**src/rtl/game_state_controller_pkg.sv**
```systemverilog
// Shared types and constants for the game sequencer: state encoding, playfield
// limits and the saturating three-digit BCD increment used by the score counter.
package game_pkg;

    typedef enum logic [1:0] {
        ST_IDLE      = 2'd0,
        ST_PLAYING   = 2'd1,
        ST_DYING     = 2'd2,
        ST_GAME_OVER = 2'd3
    } state_t;

    localparam logic [10:0] GROUND_Y = 11'd440;
    localparam logic [11:0] BCD_MAX  = 12'h999;

    // Ripple a +1 through three BCD digits; 999 is sticky rather than wrapping.
    function automatic logic [11:0] bcd_inc_sat(input logic [11:0] v);
        logic [11:0] r;
        r = v;
        if (v != BCD_MAX) begin
            if (v[3:0] != 4'd9) begin
                r[3:0] = v[3:0] + 4'd1;
            end else begin
                r[3:0] = 4'd0;
                if (v[7:4] != 4'd9) begin
                    r[7:4] = v[7:4] + 4'd1;
                end else begin
                    r[7:4]  = 4'd0;
                    r[11:8] = v[11:8] + 4'd1;
                end
            end
        end
        return r;
    endfunction

endpackage

```
**src/rtl/game_state_controller_if.sv**
```systemverilog
// Bundle of renderer/bird/button inputs and display/physics outputs exchanged
// between the game sequencer (slave) and its surroundings (master).
interface game_state_controller_if;

    logic        flap_btn;
    logic        pipe_collision;
    logic        pipe_passed;
    logic [9:0]  bird_y;
    logic [4:0]  bird_h;
    logic        game_enable;
    logic        world_reset;
    logic        flap_pulse;
    logic [11:0] score_bcd;
    logic [11:0] high_score_bcd;
    logic [1:0]  state;
    logic        game_over;

    modport master (
        output flap_btn, pipe_collision, pipe_passed, bird_y, bird_h,
        input  game_enable, world_reset, flap_pulse, score_bcd, high_score_bcd,
               state, game_over
    );

    modport slave (
        input  flap_btn, pipe_collision, pipe_passed, bird_y, bird_h,
        output game_enable, world_reset, flap_pulse, score_bcd, high_score_bcd,
               state, game_over
    );

endinterface

```
**src/rtl/game_state_controller_bcd_counter3.sv**
```systemverilog
// Three-digit BCD up-counter with synchronous clear (priority over inc) that
// saturates at 999.
module bcd_counter3
    import game_pkg::*;
(
    input  logic        clk,
    input  logic        reset,
    input  logic        clear,
    input  logic        inc,
    output logic [11:0] value
);

    logic [11:0] value_q;
    logic [11:0] value_d;

    always_comb begin
        value_d = value_q;
        if (clear) begin
            value_d = 12'h000;
        end else if (inc) begin
            value_d = bcd_inc_sat(value_q);
        end
    end

    always_ff @(posedge clk) begin
        if (reset) begin
            value_q <= 12'h000;
        end else begin
            value_q <= value_d;
        end
    end

    assign value = value_q;

endmodule

```
**src/rtl/game_state_controller.sv**
```systemverilog
// Top-level game sequencer: turns flaps, pipe events and bird position into the
// IDLE/PLAYING/DYING/GAME_OVER flow, score keeping and world control pulses.
module game_state_controller
    import game_pkg::*;
#(
    parameter int DEATH_HOLD      = 25_000_000,
    parameter int RESTART_LOCKOUT = 12_500_000,
    parameter int CNT_W           = 25
) (
    input  logic                    clk,
    input  logic                    reset,
    game_state_controller_if.slave  bus
);

    localparam logic [CNT_W-1:0] HOLD_LAST = CNT_W'(DEATH_HOLD - 1);
    localparam logic [CNT_W-1:0] LOCKOUT   = CNT_W'(RESTART_LOCKOUT);
    localparam logic [CNT_W-1:0] CNT_ONE   = CNT_W'(1);

    state_t           state_q, state_d;
    logic [CNT_W-1:0] counter_q, counter_d;
    logic             flap_q;
    logic             game_enable_q, game_enable_d;
    logic             world_reset_q, world_reset_d;
    logic             flap_pulse_q, flap_pulse_d;
    logic             game_over_q, game_over_d;
    logic [11:0]      high_score_q, high_score_d;

    logic             flap_edge;
    logic             hit;
    logic [10:0]      bottom_edge;
    logic             score_clear;
    logic             score_inc;
    logic [11:0]      score_bcd;

    // Bottom edge is summed at 11 bits so rows near 1023 cannot wrap past the ground.
    assign bottom_edge = {1'b0, bus.bird_y} + {6'b000000, bus.bird_h};
    assign hit         = bus.pipe_collision | (bottom_edge >= GROUND_Y) | (bus.bird_y == 10'd0);
    assign flap_edge   = bus.flap_btn & ~flap_q;

    always_ff @(posedge clk) begin
        if (reset) begin
            state_q       <= ST_IDLE;
            counter_q     <= '0;
            flap_q        <= 1'b0;
            game_enable_q <= 1'b0;
            world_reset_q <= 1'b0;
            flap_pulse_q  <= 1'b0;
            game_over_q   <= 1'b0;
            high_score_q  <= 12'h000;
        end else begin
            state_q       <= state_d;
            counter_q     <= counter_d;
            flap_q        <= bus.flap_btn;
            game_enable_q <= game_enable_d;
            world_reset_q <= world_reset_d;
            flap_pulse_q  <= flap_pulse_d;
            game_over_q   <= game_over_d;
            high_score_q  <= high_score_d;
        end
    end

    always_comb begin
        state_d   = state_q;
        counter_d = counter_q;
        case (state_q)
            ST_IDLE: begin
                if (flap_edge) begin
                    state_d = ST_PLAYING;
                end
            end
            ST_PLAYING: begin
                if (hit) begin
                    state_d   = ST_DYING;
                    counter_d = '0;
                end
            end
            ST_DYING: begin
                if (counter_q == HOLD_LAST) begin
                    state_d   = ST_GAME_OVER;
                    counter_d = '0;
                end else begin
                    counter_d = counter_q + CNT_ONE;
                end
            end
            ST_GAME_OVER: begin
                if (flap_edge && (counter_q >= LOCKOUT)) begin
                    state_d   = ST_IDLE;
                    counter_d = '0;
                end else if (counter_q < LOCKOUT) begin
                    counter_d = counter_q + CNT_ONE;
                end
            end
            default: begin
                state_d   = ST_IDLE;
                counter_d = '0;
            end
        endcase
    end

    // A hit in PLAYING swallows any flap or pipe credit arriving in the same cycle.
    always_comb begin
        flap_pulse_d  = 1'b0;
        world_reset_d = 1'b0;
        score_clear   = 1'b0;
        score_inc     = 1'b0;
        high_score_d  = high_score_q;
        case (state_q)
            ST_IDLE: begin
                if (flap_edge) begin
                    flap_pulse_d = 1'b1;
                    score_clear  = 1'b1;
                end
            end
            ST_PLAYING: begin
                if (!hit) begin
                    flap_pulse_d = flap_edge;
                    score_inc    = bus.pipe_passed;
                end
            end
            ST_DYING: begin
                if ((counter_q == HOLD_LAST) && (score_bcd > high_score_q)) begin
                    high_score_d = score_bcd;
                end
            end
            ST_GAME_OVER: begin
                if (flap_edge && (counter_q >= LOCKOUT)) begin
                    world_reset_d = 1'b1;
                end
            end
            default: begin
            end
        endcase
        game_enable_d = (state_d == ST_PLAYING);
        game_over_d   = (state_d == ST_GAME_OVER);
    end

    bcd_counter3 u_score (
        .clk   (clk),
        .reset (reset),
        .clear (score_clear),
        .inc   (score_inc),
        .value (score_bcd)
    );

    assign bus.game_enable    = game_enable_q;
    assign bus.world_reset    = world_reset_q;
    assign bus.flap_pulse     = flap_pulse_q;
    assign bus.score_bcd      = score_bcd;
    assign bus.high_score_bcd = high_score_q;
    assign bus.state          = state_q;
    assign bus.game_over      = game_over_q;

endmodule

```
**src/flat_wrapper.sv**
```systemverilog
// flat-port wrapper written by rule: the top's interface ports become plain ports
module game_state_controller_flat import game_pkg::*;
#(
    parameter int DEATH_HOLD      = 25_000_000,
    parameter int RESTART_LOCKOUT = 12_500_000,
    parameter int CNT_W           = 25
)
  (clk, reset, bus_flap_btn, bus_pipe_collision, bus_pipe_passed, bus_bird_y, bus_bird_h, bus_game_enable, bus_world_reset, bus_flap_pulse, bus_score_bcd, bus_high_score_bcd, bus_state, bus_game_over);
  game_state_controller_if bus_i ();
  input  logic clk;
  input  logic reset;
  input wire logic [$bits(bus_i.flap_btn)-1:0] bus_flap_btn;
  input wire logic [$bits(bus_i.pipe_collision)-1:0] bus_pipe_collision;
  input wire logic [$bits(bus_i.pipe_passed)-1:0] bus_pipe_passed;
  input wire logic [$bits(bus_i.bird_y)-1:0] bus_bird_y;
  input wire logic [$bits(bus_i.bird_h)-1:0] bus_bird_h;
  output wire logic [$bits(bus_i.game_enable)-1:0] bus_game_enable;
  output wire logic [$bits(bus_i.world_reset)-1:0] bus_world_reset;
  output wire logic [$bits(bus_i.flap_pulse)-1:0] bus_flap_pulse;
  output wire logic [$bits(bus_i.score_bcd)-1:0] bus_score_bcd;
  output wire logic [$bits(bus_i.high_score_bcd)-1:0] bus_high_score_bcd;
  output wire logic [$bits(bus_i.state)-1:0] bus_state;
  output wire logic [$bits(bus_i.game_over)-1:0] bus_game_over;
  assign bus_i.flap_btn = bus_flap_btn;
  assign bus_i.pipe_collision = bus_pipe_collision;
  assign bus_i.pipe_passed = bus_pipe_passed;
  assign bus_i.bird_y = bus_bird_y;
  assign bus_i.bird_h = bus_bird_h;
  assign bus_game_enable = bus_i.game_enable;
  assign bus_world_reset = bus_i.world_reset;
  assign bus_flap_pulse = bus_i.flap_pulse;
  assign bus_score_bcd = bus_i.score_bcd;
  assign bus_high_score_bcd = bus_i.high_score_bcd;
  assign bus_state = bus_i.state;
  assign bus_game_over = bus_i.game_over;
  game_state_controller #(.DEATH_HOLD(DEATH_HOLD), .RESTART_LOCKOUT(RESTART_LOCKOUT), .CNT_W(CNT_W)) u_core (.clk(clk), .reset(reset), .bus(bus_i));
endmodule
```
**config.mk**
```make
export PLATFORM = sky130hd
export DESIGN_NAME = game_state_controller_flat
export DESIGN_NICKNAME = d
export VERILOG_FILES = /design/src/rtl/game_state_controller_pkg.sv /design/src/rtl/game_state_controller_if.sv /design/src/rtl/game_state_controller_bcd_counter3.sv /design/src/rtl/game_state_controller.sv /design/src/flat_wrapper.sv
export SDC_FILE = /design/constraint.sdc
export NUM_CORES = 1
export LEC_CHECK = 0
export ABC_AREA = 1
export ABC_CLOCK_PERIOD_IN_PS = 3300
export CORE_MARGIN = 2
export CORE_UTILIZATION = 30
export CTS_CLUSTER_SIZE = 10
export DETAILED_ROUTE_END_ITERATION = 12
export GPL_TIMING_DRIVEN = 0
export PLACE_DENSITY = 0.57
export SLEW_MARGIN = 20
export SYNTH_ARGS = -nofsm -noshare
export SYNTH_HDL_FRONTEND = slang
export SYNTH_HIERARCHICAL = 1
export SYNTH_SLANG_ARGS = --single-unit
```
**constraint.sdc**
```tcl
create_clock -name clk -period 3.3 [get_ports clk]
set_input_delay 0.33 -clock clk [delete_from_list [all_inputs] [get_ports clk]]
set_output_delay 0.33 -clock clk [all_outputs]
set_load 0.005 [all_outputs]
```
; ---- Word level (Yosys, flattened, before mapping)
; Cells that the tools add are included.
[totals]
inputBits = 20
ff_bits = 56
wordCells = 69
output_inout_bits = 30
[op_classes]
n_reduce_logical = 12
order_cmp = 4
n_mux = 19
n_addsub = 5
bitwise = 7
eq_ne = 11
[op_table]
columns = cell, n
row1 = 25-bit 2-to-1 mux, 4
row2 = 25-bit one-hot mux with 3 select lines, 1
row3 = "25-bit by 1-bit adder with 25-bit output, second input constant", 1
row4 = "25-bit equality test, second input constant", 1
row5 = "25-bit by 24-bit >= comparator with 1-bit output, second input constant", 1
row6 = "25-bit by 24-bit less-than comparator with 1-bit output, second input constant", 1
row7 = "4-bit by 1-bit adder with 4-bit output, second input constant", 3
row8 = 12-bit > comparator, 1
row9 = "12-bit inequality test, second input constant", 1
row10 = 10-bit by 5-bit adder with 11-bit output, 1
row11 = "11-bit by 9-bit >= comparator with 1-bit output, second input constant", 1
row12 = 10-bit logical NOT, 1
row13 = 2-bit 2-to-1 mux, 4
row14 = 4-bit 2-to-1 mux, 2
row15 = "4-bit inequality test, second input constant", 2
row16 = 2-bit one-hot mux with 4 select lines, 1
row17 = "2-bit equality test, second input constant", 3
row18 = 1-bit 2-to-1 mux, 6
row19 = 3-bit AND reduction, 2
row20 = "2-bit by 1-bit equality test with 1-bit output, second input constant", 2
row21 = 1-bit inverter, 4
row22 = 2-bit AND reduction, 2
row23 = 4-bit AND reduction, 1
row24 = 2-bit OR reduction, 2
row25 = other kinds (8), 10

; ---- Longest topological paths before layout
; Gate-level depths: netlist (run 1).
[logic_depth]
word_depth = 7
ltp_mapped = 18
depth_no_buf = 16

; ---- Hierarchy
; The synthesis (run 1) kept the hierarchy.
[modules_own_cells]
columns = mod, seq_area_each_um2, instances, area_per_inst_um2, cells_each
row1 = game_state_controller, 880.8, 1, 3632.2, 598
row2 = bcd_counter3, 240.2, 1, 740.7, 113

; ---- Worst setup path after synthesis (run 1)
; Ideal clock, no wire load.
[synth_timing]
path_kind = input -> register
startpoint = input bus_bird_y[0]
endpoint = register u_core.u_score.value_q[6] (netlist: u_core/u_score/value[6])
slack_ps = 817
t_arrival_ps = 2360
cell_stages = 14
setup_time_ps = 123
n_path_buf = 2
t_required_ps = 3177
path_cell_list = ha_1 > fa_1 > nand3_1 > nand2_1 > a21oi_2 > a21oi_1 > nor2_2 > nand3_2 > buf_2 > nor2_1 > buf_2 > nand2_2 > nand2_1 > a21oi_1
[synth_via]
elab_chain_len = 7
word_cells_on_any_way = 8
cone_classes = add/sub: 1 / order compare: 1 / mux: 2 / bitwise: 2 / reduce/logical: 2
[synth_lines]
columns = element, line_no
row1 = from (decl), flat_wrapper.sv:15  ; input wire logic [$bits(bus_i.bird_y)-1:0] bus_bird_y;
row2 = 10-bit by 5-bit adder with 11-bit output, game_state_controller.sv:36  ; assign bottom_edge = {1'b0, bus.bird_y} + {6'b000000, bus.bird_h};
row3 = 11-bit by 9-bit >= comparator with 1-bit output, game_state_controller.sv:37  ; assign hit = bus.pipe_collision | (bottom_edge >= GROUND_Y) | (bus.bird_y == 10'd0);
row4 = 1-bit OR, game_state_controller.sv:37
row5 = 1-bit OR (*), game_state_controller.sv:37
row6 = 1-bit 2-to-1 mux (*), game_state_controller.sv:115  ; if (!hit) begin
row7 = 1-bit 2-to-1 mux (*), game_state_controller.sv:107  ; case (state_q)
row8 = net u_core.score_inc, game_state_controller.sv:32  ; logic score_inc;
row9 = 3-bit AND reduction (no line) (*), --
row10 = to (signal assigned), game_state_controller_bcd_counter3.sv:29  ; value_q <= value_d;
row11 = to (decl), game_state_controller_bcd_counter3.sv:13  ; logic [11:0] value_q;
; The timed path passes the listed nets; every way through them passes the cells marked *.
; A chain may end at the register's enable or synchronous reset.

; ---- Final worst setup path (run 1)
[layout_timing]
startpoint = input bus_bird_y[0]
endpoint = register u_core.u_score.value_q[4] (netlist: u_core/u_score/value[4])
; The elaborated chain is that of the path after synthesis.

==> results of run 1 <==
[cell type report]
| class | count | area, um2 | area share (%) |
|---|---|---|---|
| multi-input cells | 536 | 2750 | 52.4 |
| flip-flops and latches | 56 | 1120 | 21.4 |
| repair buffers | 49 | 490 | 9.35 |
| inverters | 96 | 360 | 6.87 |
| well taps | 184 | 230 | 4.39 |
| plain buffers | 23 | 149 | 2.84 |
| clock buffers | 6 | 129 | 2.46 |
| clock inverters | 2 | 17.5 | 0.334 |
[sequential cells by signal (all words and copies together), names as in the netlist]
name                       count
u_core/bus.flap_pulse          1
u_core/bus.game_enable         1
u_core/bus.game_over           1
u_core/flap_q                  1
u_core/u_score/value          12
u_core/bus.high_score_bcd     12
u_core/counter_q              25
u_core/bus.state               2
u_core/bus.world_reset         1
[how the worst max path moves through the flow]
stage / start / to / slack [ns] / cells after the start
after CTS: bus_bird_y[0] / u_core/u_score/value[4]$_SDFFE_PP0P_ / 0.26 / 16
final: bus_bird_y[0] / u_core/u_score/value[4]$_SDFFE_PP0P_ / 0.37 / 18
after global placement: bus_bird_y[0] / u_core/u_score/value[6]$_SDFFE_PP0P_ / -0.05 / 15
after detailed placement: bus_bird_y[0] / u_core/u_score/value[4]$_SDFFE_PP0P_ / -0.05 / 16
after global routing: bus_bird_y[0] / u_core/u_score/value[4]$_SDFFE_PP0P_ / 0.06 / 18
after floorplan: bus_bird_y[0] / u_core/u_score/value[6]$_SDFFE_PP0P_ / 0.82 / 14
[cell usage in the layout, fill, tap and decap left out, types with 8 or more instances in the layout]
cell type,count
inv_1,88
xor2_1,12
nor2_1,104
a21oi_2,8
nand2_1,184
buf_2,10
clkdlybuf4s50_1,49
ha_1,21
o21ai_0,17
nand4_1,17
a21oi_1,44
nand3_1,68
dfxtp_1,56
nor3_1,15
nand3b_1,9
[cells in the mapped netlist, types with 9 or more instances]
| master | number | area, um2 |
|---|---|---|
| nor2_1 | 105 | 394 |
| nand3b_1 | 9 | 67.6 |
| buf_2 | 11 | 55.1 |
| nand2_1 | 184 | 691 |
| inv_1 | 88 | 330 |
| xor2_1 | 12 | 105 |
| a21oi_1 | 44 | 220 |
| ha_1 | 21 | 263 |
| dfxtp_1 | 56 | 1120 |
| nand4_1 | 17 | 106 |
| o21ai_0 | 17 | 85.1 |
| nor3_1 | 15 | 75.1 |
| nand3_1 | 68 | 340 |
[per-stage QoR]
stage                     hold WS [ns]  std cells  instance area, um2  TNS [ns]  utilization, %
after floorplan                  0.399        711                4370         0               -
after global placement           0.478        944                5090    -0.201            35.4
after detailed placement         0.478        944                5090    -0.209            35.4
after CTS                        0.490        952                5240         0            36.5
after global routing             0.519        952                5250         0            36.5
final                            0.481        952                5250         0            36.5
[worst max-delay path, cell delays in order]
cell	delay, ns
clkdlybuf4s50_1	0.43
ha_1	0.26
fa_1	0.37
nand3_1	0.11
nand2_1	0.13
a21oi_2	0.19
nand2_1	0.07
nand2_1	0.05
inv_1	0.03
nand2_1	0.08
nand3_2	0.15
buf_2	0.26
nor2_2	0.18
clkbuf_4	0.24
nand2_2	0.09
inv_2	0.07
nor2_1	0.03
nor2_1	0.09
[kinds of logic (layout without fill, tap and decap cells)]
group                      Yosys count  count (layout)  share of synthesized area [%]
xor gates and xnor gates            15              15                           3.00
buffers and inverters              119             176                           11.6
DFF                                 56              56                           25.6
and+or+nand+nor                    423             423                           43.5
AOI/OAI and AO/OA                   76              76                           9.76
adders and majority gates           22              22                           6.47
[power by group through the flow]
stage                     registers [W]  logic [W]  clock network, W
after floorplan                0.000780   0.000338                 0
after global placement         0.000797   0.000452                 0
after detailed placement       0.000797   0.000454                 0
after CTS                      0.000781   0.000455          0.000586
after global routing           0.000790   0.000520          0.000609
final                          0.000781   0.000454          0.000562
[repair_timing]
action	in CTS	in global routing
endpoints found under the hold margin	0	0
resized for setup	0	2
setup endpoints to repair	0	5
[metal layers]
| layer | vias up | wire (um) | track usage [%] | part of all wire, % |
|---|---|---|---|---|
| met5 | - | 0 | 0 | 0 |
| met4 | 0 | 219 | 4.36 | 1.8 |
| met2 | 84 | 5490 | 26.0 | 46 |
| met1 | 1961 | 5780 | 21.3 | 48 |
| li1 | 2381 | - | - | - |
| met3 | 15 | 476 | 2.96 | 4.0 |
==> summary.md, run 1 <==
| Metric | Value |
|---|---|
| Status | `finished clean` |
| Hold Startpoint | `u_core/bus.high_score_bcd[5]$_SDFFE_PP0P_` |
| Placement Rows | `44` |
| Critical path type | `in -> reg` |
| # setup viols final | `0` |
| IO Count | `50` |
| Hold Crit Class | `reg -> reg` |
| TritonCTS sink count | `between 50 and 60` |
| Cell count after synthesis | `711` |
| First-pass GRT wire length | `~20000 um` |
| Combinational share of power | `roughly 25%` |
| Starting Density | `~30%` |
| Pin count of the biggest net entering global routing | `19` |
| Detailed Routing Iterations Pass 1 | `5` |
| Final HPWL DP | `~9500 um` |
| Post-synthesis sequential area ratio | `between 20% and 30%` |
| Nets@finish | `slightly above 800` |
| CTS Hold Bufs | `0` |
| Setup ws final | `roughly 0.37 ns` |
| Initial antenna violation count | `0` |
| DRC | `0` |
| Sw Ratio | `33.5%` |
| Max-cap violations | `0` |
| WL/cell | `12.6 um` |
| H-tree levels | `2` |
| Max Slew Vio Count | `0` |
| Post-Place Setup Slack | `-0.0524 ns` |
| Die height | `between 100 and 150 um` |
| Mapped cell area | `roughly 0.0044 mm2` |
| Grt total ovfl | `0` |
| Clk slew on worst S/H paths | `about 0.08 ns` |
| CTS Buf Count | `5` |
| Max_slew headroom | `around 53%` |
| Fill cells | `approximately 1600` |
| Antenna viol nets, final | `0` |
| Vias in the first global route | `between 4000 and 5000` |
| Post-synth top flop | `dfxtp_1` |
| Worst hold path depth | `2` |
| Layout area overhead | `19.9%` |
| Max Fclk | `between 300 and 400 MHz` |
| Max FO, Critical Path | `10` |
| Final Hold Viols | `0` |
| 1st-iter DRT viols | `approximately 180` |
| Avg Vias per Cell | `around 4.7` |
| Worst r2r dst | `u_core/counter_q[1]$_SDFFE_PP0P_` |
| Post-synthesis net count | `~750` |
| CTS tree | `yes` |
| Power density cells | `about 340 mW/mm2` |
| Reg2Reg Depth | `11` |
| Sw power | `between 0.0006 and 0.0007 W` |
| Tot GR Track Use | `between 10% and 20%` |
| Post-synthesis async set-or-reset flop share | `0%` |
| Critical Path RT | `3.55 ns` |
| Int Power | `0.00119 W` |
| Final worst-path cycle share | `roughly nine tenths` |
| RSZ-0062 raised after global routing | `false` |
| Leak | `~2.3 nW` |
| Yosys warns | `6` |
| Clock Power Share | `between 30% and 40%` |
| Critical Path AT | `about 3.2 ns` |
| Clk Latency, worst-skew pair | `0.31 ns` |
| Reg-to-reg slack, setup | `between 1 and 1.5 ns` |
| Die Wd | `125 um` |
| Netlist cell types | `36` |
| Final setup skew | `0.00597 ns` |
| Die ar. | `~0.016 mm2` |
| Worst min-delay path endpoint | `u_core/bus.high_score_bcd[5]$_SDFFE_PP0P_` |
| CP Launch Type | `input pin` |
| Syn Area/Cell | `~6.2 um2` |
| Share of cells above drive strength 1 | `8.85%` |
| Antenna cells | `0` |
| Routed WL | `12000 um` |
| Final Critical Period | `a little under 3 ns` |
| #FFs+latches synth | `56` |
| Setup bufs post-CTS | `0` |
| Core Box Area | `0.0144 mm2` |
| Sequential fraction of design power | `43.5%` |
| Clk root buf | `clkbuf_16` |
| VDD IR max | `between 150 and 200 uV` |
| Number of buffers added on ports | `~50` |
| Number of synthesized flops with an enable pin | `0` |
| Total number of vias | `between 4000 and 5000` |
| R2R Path Start | `u_core/counter_q[0]$_SDFFE_PP0P_` |
| Critical path capture point type | `flop` |
| GPL Wtd Cong | `0.909` |
| CTS Buffer Depth | `2` |
| Final Total Pwr | `between 0.0015 and 0.002 W` |
| Slew @ Worst Pin | `0.704 ns` |
(Power assumes the default switching activity.)
==> run 2, diff against run 1 <==
--- a/config.mk
+++ b/config.mk
@@ -13,6 +13,7 @@
 export DETAILED_ROUTE_END_ITERATION = 12
 export GPL_TIMING_DRIVEN = 0
 export PLACE_DENSITY = 0.57
+export REMOVE_ABC_BUFFERS = 1
 export SLEW_MARGIN = 20
 export SYNTH_ARGS = -nofsm -noshare
 export SYNTH_HDL_FRONTEND = slang
==> run 2 against run 1 <==
Effect of this change: worst hold slack lost 0.0012 ns; setup slack lost 0.13 ns; final area shrank 1.0%.
==> summary.md, run 2 (same netlist as run 1, synthesis figures left out) <==
| Metric | Value |
|---|---|
| Cell chain of the critical path | `clkdlybuf4s50_1 > ha_1 > fa_1 > nand3_1 > nand2_1 > a21oi_2 > a21oi_1 > nor2_2 > nand3_4 > nor2_4 > buf_12 > nand4_2 > nand2_1 > nand2_1 > nor2_1` |
| Final Critical Period | `around 3 ns` |
| Grt total ovfl | `0` |
| Final worst-path cycle share | `roughly 93%` |
| Nets@finish | `~800` |
| Antenna cells | `0` |
| VDD IR max | `between 150 and 200 uV` |
| Delay of the slowest critical-path stage | `~0.42 ns` |
| Max Fclk | `327 MHz` |
| Power density cells | `approximately 360 mW/mm2` |
| Clk slew on worst S/H paths | `about 0.07 ns` |
| Number of buffers added on ports | `between 40 and 50` |
| Die Wd | `~120 um` |
| Post-Place Setup Slack | `-1.19 ns` |
| Tot GR Track Use | `about 15%` |
| Final HPWL DP | `8420 um` |
| Die height | `125 um` |
| WHS | `~0.48 ns` |
| Pin count of the biggest net entering global routing | `43` |
| Final Total Pwr | `0.00189 W` |
| Vias in the first global route | `3826` |
| Starting Density | `~30%` |
| Routed WL | `around 11000 um` |
| Hold Crit Class | `reg -> reg` |
| WL/cell | `~12 um` |
| GPL Wtd Cong | `a little under 0.9` |
| Status | `finished clean` |
| Total number of vias | `approximately 4400` |
| CTS tree | `yes` |
| Largest Register | `u_core/counter_q` |
| Commonest non-fill, non-tap cell in the layout | `nand2_1` |
| Leading cell types in the layout, fill and taps excluded | `nand2_1 (184), nor2_1 (104), inv_1 (87)` |
| Max_slew headroom | `51.6%` |
| Clk Latency, worst-skew pair | `around 0.31 ns` |
| RSZ-0062 raised after global routing | `false` |
| Critical Path RT | `~3.6 ns` |
| CTS Buf Count | `5` |
| Final Hold Viols | `0` |
| Detailed Routing Iterations Pass 1 | `5` |
| Most used cell, CP | `nand2_1` |
| H-tree levels | `2` |
| Slew @ Worst Pin | `0.724 ns` |
| Max reg flops | `25` |
| Die ar. | `about 0.016 mm2` |
| DRC | `0` |
| Final core occ | `between 30% and 40%` |
| Leak | `~2.2 nW` |
| 1st-iter DRT viols | `just under 200` |
| TritonCTS sink count | `56` |
| Initial antenna violation count | `0` |
| First-pass GRT wire length | `approximately 19000 um` |
| Critical path capture point type | `flop` |
| Slowest CP cell | `clkdlybuf4s50_1` |
| Clk root buf | `clkbuf_16` |
| Final setup skew | `0.00698 ns` |
| Core Box Area | `around 0.014 mm2` |
| Critical Path AT | `3.31 ns` |
| Critical path type | `in -> reg` |
| CP Launch Type | `input pin` |
| # setup viols final | `0` |
| CTS Buffer Depth | `2` |
| IO Count | `50` |
| Antenna viol nets, final | `0` |
| Max Slew Vio Count | `0` |
| Setup ws final | `0.241 ns` |
| Max-cap violations | `0` |
| Max FO, Critical Path | `21` |
| Layout area overhead | `18.7%` |
| Placement Rows | `44` |
| Avg Vias per Cell | `4.70` |
| Share of cells above drive strength 1 | `7.09%` |
run 2: cell type report:
cell class | count | area [um2]
fill | 1545 | 9180
multi-input combinational | 537 | 2770
sequential | 56 | 1120
timing repair buffer | 52 | 526
inverter | 96 | 360
tap | 184 | 230
clock buffer | 5 | 125
clock inverter | 2 | 60.1
run 2: stage by stage:
stage / cells / TNS, ns / instance area (um2)
after global placement: 921 / -18.21 / 4950
final: 932 / 0 / 5190
after floorplan: 688 / 0 / 4230
after global routing: 932 / 0 / 5190
after detailed placement: 921 / -16.42 / 4950
after CTS: 928 / 0 / 5150
run 2: worst paths after layout:
check / startpoint / end / slack, ns / depth (start not counted)
min: u_core/bus.high_score_bcd[1]$_SDFFE_PP0P_ / u_core/bus.high_score_bcd[1]$_SDFFE_PP0P_ / 0.48 / 2
min reg2reg: u_core/bus.high_score_bcd[1]$_SDFFE_PP0P_ / u_core/bus.high_score_bcd[1]$_SDFFE_PP0P_ / 0.48 / 2
max reg2reg: u_core/u_score/value[9]$_SDFFE_PP0P_ / u_core/bus.high_score_bcd[3]$_SDFFE_PP0P_ / 0.86 / 8
max: bus_bird_y[0] / u_core/u_score/value[9]$_SDFFE_PP0P_ / 0.24 / 15
run 2: repair_timing:
item	4_1_cts	5_1_grt
pin swaps	0	2
setup buffers	0	3
resized for setup	3	0
hold buffers	0	0
cloned	0	1
setup endpoints to repair	18	9
run 2: worst max-delay path: cells and delay by family:
kind / cells / cell delay [ns]
buf+inv: 2 / 0.56
fa+ha+maj: 2 / 0.62
compound gates: 2 / 0.29
simple gates: 9 / 1.48
run 2: routing by layer:
layer	up-vias	GRT usage, %	wire, um
li1	2347	-	-
met1	1950	19.2	5510
met2	70	23.7	5300
met3	14	2.71	425
met4	0	4.96	261
met5	-	0	0
run 2: report_power, final:
part / internal, W / switching (W)
combinational: 0.000157 / 0.000242
sequential: 0.000724 / 0.0000768
clock: 0.000431 / 0.000256
